**src/rtl/regfile_scoreboard.sv**
```systemverilog
// Pending-write scoreboard: per-register in-flight write counters, issue
// back-pressure, writeback retirement and RAW hazard flags for two source ports.

module regfile_sb_cnt #(
  parameter int CNT_W = 2
) (
  input  logic             clk,
  input  logic             reset,
  input  logic             inc,
  input  logic             dec,
  output logic [CNT_W-1:0] cnt
);
  // inc and dec together leave the count unchanged
  always_ff @(posedge clk) begin
    if (reset)            cnt <= '0;
    else if (inc && !dec) cnt <= cnt + CNT_W'(1);
    else if (dec && !inc) cnt <= cnt - CNT_W'(1);
  end
endmodule

module regfile_scoreboard #(
  parameter int ADDR_W       = 5,
  parameter int MAX_INFLIGHT = 3,
  parameter int ZERO_REG     = 31,
  parameter bit WB_BYPASS    = 1'b1
) (
  input  logic                  clk,
  input  logic                  reset,
  input  logic                  issue_en,
  input  logic [ADDR_W-1:0]     issue_addr,
  output logic                  issue_ready,
  input  logic                  wb_en,
  input  logic [ADDR_W-1:0]     wb_addr,
  input  logic [ADDR_W-1:0]     rd_addr_a,
  input  logic [ADDR_W-1:0]     rd_addr_b,
  output logic                  busy_a,
  output logic                  busy_b,
  output logic [2**ADDR_W-1:0]  pending,
  output logic [ADDR_W+1:0]     inflight,
  output logic                  err
);
  localparam int NREGS = 2**ADDR_W;
  localparam int CNT_W = $clog2(MAX_INFLIGHT+1);
  localparam int IF_W  = ADDR_W+2;
  localparam logic [ADDR_W-1:0] ZERO_A = ADDR_W'(ZERO_REG);
  localparam logic [CNT_W-1:0]  MAX_C  = CNT_W'(MAX_INFLIGHT);

  logic [NREGS-1:0][CNT_W-1:0] cnt;
  logic [NREGS-1:0]            inc_vec, dec_vec;
  logic [CNT_W-1:0]            issue_cnt, wb_cnt, cnt_a, cnt_b;
  logic                        ready_raw, inc, dec, wb_bad;
  logic                        bypass_a, bypass_b;

  assign issue_cnt = cnt[issue_addr];
  assign wb_cnt    = cnt[wb_addr];
  assign cnt_a     = cnt[rd_addr_a];
  assign cnt_b     = cnt[rd_addr_b];

  // A same-cycle retire on a full register frees the slot the issue needs
  assign ready_raw = !issue_en || (issue_addr == ZERO_A) || (issue_cnt < MAX_C) ||
                     (wb_en && (wb_addr == issue_addr) && (issue_cnt != '0));
  assign issue_ready = reset || ready_raw;

  assign inc    = !reset && issue_en && ready_raw && (issue_addr != ZERO_A);
  assign dec    = !reset && wb_en && (wb_addr != ZERO_A) && (wb_cnt != '0);
  assign wb_bad = wb_en && (wb_addr != ZERO_A) && (wb_cnt == '0);

  genvar r;
  generate
    for (r = 0; r < NREGS; r++) begin : g_reg
      assign inc_vec[r] = inc && (issue_addr == ADDR_W'(r));
      assign dec_vec[r] = dec && (wb_addr == ADDR_W'(r));
      assign pending[r] = |cnt[r];

      regfile_sb_cnt #(.CNT_W(CNT_W)) u_cnt (
        .clk   (clk),
        .reset (reset),
        .inc   (inc_vec[r]),
        .dec   (dec_vec[r]),
        .cnt   (cnt[r])
      );
    end
  endgenerate

  // Retiring the last pending write hides the hazard in the writeback cycle
  assign bypass_a = WB_BYPASS && dec && (wb_addr == rd_addr_a) && (wb_cnt == CNT_W'(1));
  assign bypass_b = WB_BYPASS && dec && (wb_addr == rd_addr_b) && (wb_cnt == CNT_W'(1));

  assign busy_a = !reset && (rd_addr_a != ZERO_A) && (cnt_a != '0) && !bypass_a;
  assign busy_b = !reset && (rd_addr_b != ZERO_A) && (cnt_b != '0) && !bypass_b;

  always_ff @(posedge clk) begin
    if (reset) begin
      inflight <= '0;
      err      <= 1'b0;
    end else begin
      inflight <= inflight + IF_W'(inc) - IF_W'(dec);
      if (wb_bad) err <= 1'b1;
    end
  end
endmodule
```
**config.mk**
```make
export PLATFORM = sky130hd
export DESIGN_NAME = regfile_scoreboard
export DESIGN_NICKNAME = d
export VERILOG_FILES = /design/src/rtl/regfile_scoreboard.sv
export SDC_FILE = /design/constraint.sdc
export NUM_CORES = 1
export LEC_CHECK = 0
export ABC_CLOCK_PERIOD_IN_PS = 4910
export CORE_ASPECT_RATIO = 1.75
export CORE_UTILIZATION = 58
export DETAILED_ROUTE_END_ITERATION = 8
export GPL_TIMING_DRIVEN = 1
export PLACE_DENSITY = 0.87
export SLEW_MARGIN = 10
export SYNTH_ARGS = -nofsm -noshare
export SYNTH_HDL_FRONTEND = slang
export SYNTH_SLANG_ARGS = --single-unit
```
**constraint.sdc**
```tcl
create_clock -name clk -period 4.91 [get_ports clk]
set_input_delay 0.491 -clock clk [delete_from_list [all_inputs] [get_ports clk]]
set_output_delay 0.491 -clock clk [all_outputs]
set_load 0.05 [all_outputs]
```
==> results of run 1 <==
[kinds of logic after synthesis]
kind of cell    share of synthesized area
mux                                 0.150
compound gates                      0.124
fa+ha+maj                          0.0824
xor+xnor                            0.114
simple gates                        0.230
buf+inv                            0.0656
flops                               0.234
[area by class of cell]
class                   count  area (um2)  area share
multi-input cells         574        4320       0.600
flip-flops and latches     72        1440       0.200
repair buffers             86         836       0.116
clock buffers              11         243      0.0337
well taps                 127         159      0.0221
inverters                  33         124      0.0172
clock inverters             5        80.1      0.0111
[state kept, by name, summed over array words and instances (netlist names)]
register,count
inflight,7
g.u_cnt.cnt,64
err,1
[path summary, 6_finish.rpt]
check / endpoint
worst max-delay path: inflight[6]
worst min-delay path: err
worst min register to register: err
worst max register to register: inflight[6]
[synth_stat cells (7+ instances only)]
| master | number | area share |
|---|---|---|
| xor2_1 | 73 | 0.10 |
| dfxtp_1 | 72 | 0.23 |
| nor2_1 | 67 | 0.041 |
| a21oi_1 | 55 | 0.045 |
| nor3_1 | 45 | 0.037 |
| nand3_1 | 43 | 0.035 |
| o21ai_0 | 40 | 0.032 |
| ha_1 | 39 | 0.079 |
| inv_1 | 33 | 0.020 |
| or3_1 | 33 | 0.034 |
| clkbuf_1 | 24 | 0.015 |
| mux4_2 | 24 | 0.088 |
| nor4_1 | 22 | 0.022 |
| or2_2 | 19 | 0.019 |
| mux2i_1 | 16 | 0.026 |
| nand2_1 | 12 | 0.0073 |
| buf_2 | 11 | 0.0089 |
| a211oi_1 | 10 | 0.012 |
| nor2b_1 | 9 | 0.0091 |
| xnor2_1 | 7 | 0.0099 |
[worst max-delay path: cells and delay by family]
family,cells,cell delay (ns)
buffers and inverters,3,1.00
and+or+nand+nor,2,0.21
muxes,1,0.57
AOI/OAI and AO/OA,7,1.37
adders and majority gates,3,0.84
[through the flow]
step / util / hold WS [ns]
after detailed placement: 0.668 / 0.472
after global placement: 0.668 / 0.477
after global routing: 0.699 / 0.520
after CTS: 0.699 / 0.486
after floorplan: - / 0.451
final: 0.699 / 0.491
[power by group through the flow]
stage          sequential, mW  combinational [mW]  clock [mW]
5_1_grt                 0.641               0.557       0.741
3_5_place_dp            0.651               0.509           0
3_3_place_gp            0.650               0.497           0
4_1_cts                 0.638               0.513       0.718
6_report                0.639               0.517       0.715
2_1_floorplan           0.712               0.290           0
[layer usage]
layer  part of all wire  routed length, um  up-vias  GRT usage
li1                   -                  -     2750          -
met1               0.35               7150     2865      0.409
met2               0.50              10200      372      0.640
met3              0.075               1550      132     0.0752
met4              0.077               1580        0      0.273
met5                  0                  0        -          0
==> key figures, run 1 <==
Hold path
  – WHS Path Cells: 1
  – Hold_sp: err
  – Hold WC Path Type: reg -> reg

Placement
  – Dpl cell area: ~7000 um2
  – Gpl congestion: 0.995
  – Worst Setup Slack post-DPL: around 0.32 ns
  – HPWL Detailed: about 15,000 um
  – IO buf count: between 60 and 70
  – Placed insts: a little under 900

Routing
  – Vias/cell: 6.74
  – Pre-antenna DRT Iters: 6
  – Post-route antenna net violation count: 0
  – Final Routed Wirelength: 20,500 um
  – Remaining DRCs: 0
  – Initial drt markers: roughly 780
  – WL per Instance: approximately 23 um
  – Vias: between 6,000 and 7,000

Cells and area
  – Most frequent cells in the layout: xor2_1, dfxtp_1, nor2_1
  – Final std cells w/o fill: 908
  – Area growth from synthesis to layout: 16.8%
  – Layout cell share with drive strength beyond 1: 0.119
  – Antenna fix cells: 0
  – Filler cells: between 800 and 900
  – NumNets Final: 840
  – Final Cell Area: about 7000 um2
  – Most common library cell in the layout ignoring fill and taps: xor2_1

Power
  – PwrDens: 260 nW/um2
  – Internal power: about 1.3 mW
  – Seq pwr share: 0.341
  – Total power: about 1.9 mW
  – Clock power frac: 0.382
  – Leakage: just under 3 nW
  – Sw frac: 0.324
  – IR drop worst, VDD: just over 0.3 mV
  – Gate power share: 0.277
  – Psw: between 0.6 and 0.7 mW

Timing
  – FMAX: 233 MHz
  – Worst slew pin tran: 1.05 ns
  – Final worst slack: just over 0.6 ns
  – RSZ-0062 raised after global routing: no
  – Setup TNS: 0 ns
  – Tmin final: about 4.3 ns
  – Slew Viols, Final: 0
  – Setup violators final: 0
  – Period Utilization, post-route: 0.874
  – Final Hold Viols: 0
  – Slew margin rel.: 0.295
  – Worst Clk Skew: about 0.0077 ns

Worst setup path
  – CP arrival: roughly 4.5 ns
  – Critical Path RT: between 5 and 6 ns
  – Worst Setup SP: wb_addr[0]
  – Max incr delay on CP: about 0.87 ns
  – Worst path slowest cell: clkdlybuf4s50_1
  – Cells on worst reg2reg path: 17
  – Setup crit start kind: input pin
  – Cell chain of the critical path: clkdlybuf4s50_1, mux4_2, a211oi_1, a22o_2, a21oi_4, ha_1, inv_1, ha_1, inv_1, fa_1, nor2b_1, o21ai_0, a21oi_1, o21ai_0, a21oi_1, nor3b_1
  – Worst Setup End Kind: register
  – Reg2reg setup slack: around 1.2 ns
  – Critical path fanouts, max: 14
  – Setup CP Type: in -> reg
  – R2R Path Start: g_reg[2].u_cnt.cnt[1]

Logic synthesis
  – #FFs+latches synth: approximately 70
  – Synth Flop Type: dfxtp_1
  – Post-synthesis cell area: 6160 um2
  – Asr flop ratio synth: 0
  – Sequential share of the synthesized area: 0.234
  – Netlist cell types: between 50 and 60
  – Cells after Synth: 730
  – EDFF count, synth: 0
  – Synthesized Nets: 794
  – YS warnings: 0
  – Syn Area/Cell: 8.44 um2

GRT
  – First-pass GRT wire length: between 30,000 and 40,000 um
  – Initial antenna violation count: 0
  – Number of global-route vias before repair: between 6,000 and 7,000
  – Gr usage total: 0.379
  – Total global routing overflow: 0
  – Largest net degree at the start of global routing: 45

Clock tree
  – Clk root buf: clkbuf_16
  – H-tree depth: 3
  – # resized after CTS: 0
  – Setup bufs post-CTS: 0
  – Clock-pin slew on the worst setup and hold paths: ~0.060 ns
  – Worst-Skew Late Latency: approximately 0.34 ns
  – Sink Count: 72
  – CTS max path bufs: 2
  – CTS tree: done
  – Hold_buf cts: 0
  – CTS buffer count: 9

Die
  – Die Y: 138 um
  – Rows: just under 50
  – Core region area: 10,300 um2
  – Total die area: roughly 11,000 um2
  – I/O pin cnt: 67
  – Initial core utilization: 0.598
  – Die Wd: approximately 80 um

Run status
  – Outcome: complete, no violations

Run
  – Max Cap Viol: 0
No activity file was read; power rests on OpenSTA's default activity.
==> run 2: changes to the inputs <==
--- a/config.mk
+++ b/config.mk
@@ -7,10 +7,11 @@
 export LEC_CHECK = 0
 export ABC_CLOCK_PERIOD_IN_PS = 4910
 export CORE_ASPECT_RATIO = 1.75
-export CORE_UTILIZATION = 58
+export CORE_UTILIZATION = 51
+export CTS_BUF_LIST = sky130_fd_sc_hd__clkbuf_4 sky130_fd_sc_hd__clkbuf_8
 export DETAILED_ROUTE_END_ITERATION = 8
 export GPL_TIMING_DRIVEN = 1
-export PLACE_DENSITY = 0.87
+export PLACE_DENSITY = 0.78
 export SLEW_MARGIN = 10
 export SYNTH_ARGS = -nofsm -noshare
 export SYNTH_HDL_FRONTEND = slang
==> key figures, run 2 (synthesis gave the netlist of run 1 again) <==
Hold path
  – Hold WC Path Type: reg -> reg (unchanged)

Worst setup path
  – Setup CP Type: in -> reg (unchanged)
  – Setup crit start kind: input pin (unchanged)
  – Critical Path RT: 5.15 ns (was 5.11 ns)
  – Delay-heaviest family, CP: buffers and inverters (was compound AO/OA/AOI/OAI gates)
  – Worst Setup End Kind: register (unchanged)
  – Cell chain of the critical path: clkdlybuf4s50_1, buf_4, nand2_1, nor3_1, nor4_1, a32o_1, a21oi_4, ha_1, inv_1, ha_1, inv_1, fa_1, nor2b_1, o21ai_0, a21oi_1, o21ai_0, a21oi_1, nor3b_1 (was clkdlybuf4s50_1, mux4_2, a211oi_1, a22o_2, a21oi_4, ha_1, inv_1, ha_1, inv_1, fa_1, nor2b_1, o21ai_0, a21oi_1, o21ai_0, a21oi_1, nor3b_1)
  – Critical path fanouts, max: 9 (was 14)
  – Worst path slowest cell: clkdlybuf4s50_1 (unchanged)
  – CP Buf/Inv Count: 4 (was 3)
  – Max incr delay on CP: 0.68 ns (was 0.87 ns)
  – CP arrival: 4.43 ns (was 4.49 ns)

Timing
  – Hold Slack: 0.495 ns (was 0.491 ns)
  – FMAX: 239 MHz (was 233 MHz)
  – Setup violators final: 0 (unchanged)
  – Slew margin rel.: 0.279 (was 0.295)
  – Final Hold Viols: 0 (unchanged)
  – RSZ-0062 raised after global routing: no (unchanged)
  – Period Utilization, post-route: 0.853 (was 0.874)
  – Setup TNS: 0 ns (unchanged)
  – Final worst slack: 0.721 ns (was 0.620 ns)
  – Slew Viols, Final: 0 (unchanged)
  – Worst Clk Skew: 0.00760 ns (was 0.00766 ns)
  – Tmin final: 4.19 ns (was 4.29 ns)
  – Worst slew pin tran: 1.08 ns (was 1.05 ns)

Routing
  – Initial drt markers: 719 (was 776)
  – Final Routed Wirelength: 20,500 um (about the same)
  – Vias/cell: 6.69 (was 6.74)
  – Post-route antenna net violation count: 0 (unchanged)
  – Pre-antenna DRT Iters: 5 (was 6)
  – Remaining DRCs: 0 (unchanged)
  – WL per Instance: 22.4 um (was 22.6 um)
  – Vias: 6,112 (was 6,119)

GRT
  – Largest net degree at the start of global routing: 41 (was 45)
  – Initial antenna violation count: 0 (unchanged)
  – Number of global-route vias before repair: 5,995 (was 6,176)
  – Gr usage total: 0.333 (was 0.379)
  – Total global routing overflow: 0 (unchanged)
  – First-pass GRT wire length: 31,900 um (was 31,800 um)

Clock tree
  – # resized after CTS: 0 (unchanged)
  – Setup bufs post-CTS: 0 (unchanged)
  – Worst-Skew Late Latency: 0.37 ns (was 0.34 ns)
  – CTS max path bufs: 2 (unchanged)
  – H-tree depth: 3 (unchanged)
  – CTS tree: done (unchanged)
  – Sink Count: 72 (unchanged)
  – Clock-pin slew on the worst setup and hold paths: 0.08 ns (was 0.06 ns)
  – Hold_buf cts: 0 (unchanged)
  – Clk root buf: clkbuf_8 (was clkbuf_16)
  – CTS buffer count: 9 (unchanged)

Die
  – Rows: 52 (was 49)
  – Total die area: 12,500 um2 (was 11,100 um2)
  – Die Y: 147 um (was 138 um)
  – Core region area: 11,600 um2 (was 10,300 um2)
  – Initial core utilization: 0.529 (was 0.598)
  – I/O pin cnt: 67 (unchanged)
  – Die Wd: 85.1 um (was 79.9 um)

Cells and area
  – NumNets Final: 838 (was 840)
  – Most flop-heavy register: g.u_cnt.cnt (unchanged)
  – Area growth from synthesis to layout: 15.8% (was 16.8%)
  – Final Core Density: 0.613 (was 0.699)
  – Area occupied by registers: 1440 um2 (unchanged)
  – Filler cells: 1,013 (was 816)
  – Final Cell Area: 7140 um2 (was 7200 um2)
  – Antenna fix cells: 0 (unchanged)
  – Max reg flops: 64 (unchanged)
  – Final std cells w/o fill: 914 (was 908)
  – Biggest regs: g.u_cnt.cnt: 64 flops, inflight: 7 flops, err: 1 flops (unchanged)
  – Layout cell share with drive strength beyond 1: 0.118 (was 0.119)
  – Most frequent cells in the layout: xor2_1, dfxtp_1, nor2_1 (unchanged)
  – Area occupied by multi-input gates: 4320 um2 (unchanged)
  – Most common library cell in the layout ignoring fill and taps: xor2_1 (unchanged)

Power
  – Leakage: 2.91 nW (was 2.93 nW)
  – PwrDens: 251 nW/um2 (was 260 nW/um2)
  – Total power: 1.79 mW (was 1.87 mW)
  – IR drop worst, VDD: 0.278 mV (was 0.312 mV)

Placement
  – Placed insts: 898 (was 892)
  – Dpl cell area: 6870 um2 (was 6880 um2)
  – HPWL Detailed: 15,400 um (about the same)
  – IO buf count: 66 (unchanged)
  – Worst Setup Slack post-DPL: 0.381 ns (was 0.317 ns)
  – Gpl congestion: 1.00 (was 0.995)

Run
  – Max Cap Viol: 0 (unchanged)

Run status
  – Outcome: complete, no violations (unchanged)
-- run 2: final timing paths --
check | start | endpoint | slack [ns] | cells after the start
min reg2reg | err | err | 0.50 | 1
max reg2reg | g_reg[2].u_cnt.cnt[0] | inflight[6] | 1.27 | 17
min | err | err | 0.50 | 1
max | wb_addr[2] | inflight[6] | 0.72 | 18
-- run 2: layout make-up --
| class | count | share of cell area |
|---|---|---|
| clock buffer | 9 | 0.0174 |
| clock inverter | 7 | 0.0200 |
| inverter | 33 | 0.0174 |
| multi-input combinational | 574 | 0.605 |
| sequential | 72 | 0.202 |
| tap | 135 | 0.0237 |
| timing repair buffer | 84 | 0.115 |
-- run 2: routing by layer --
metal | vias to the layer above | wire, um | global-route usage
met5 | - | 0 | 0
met4 | 0 | 1440 | 0.232
met3 | 108 | 1570 | 0.0625
met2 | 365 | 10200 | 0.569
met1 | 2895 | 7330 | 0.367
li1 | 2744 | - | -
-- run 2: worst reg2reg max path, stage by stage (launching register included) --
cell	delay, ns
dfxtp_1	0.41
mux4_2	0.49
a22oi_1	0.23
nand3_1	0.12
nand4b_1	0.14
nand2_2	0.06
or3_1	0.31
ha_1	0.31
inv_1	0.07
ha_1	0.16
inv_1	0.05
fa_1	0.37
nor2b_1	0.16
o21ai_0	0.11
a21oi_1	0.19
o21ai_0	0.12
a21oi_1	0.16
nor3b_1	0.06
-- run 2: where the power goes --
part	internal (mW)	switching (mW)
registers	0.610	0.0280
logic	0.195	0.318
clock network	0.391	0.252
total	1.20	0.597
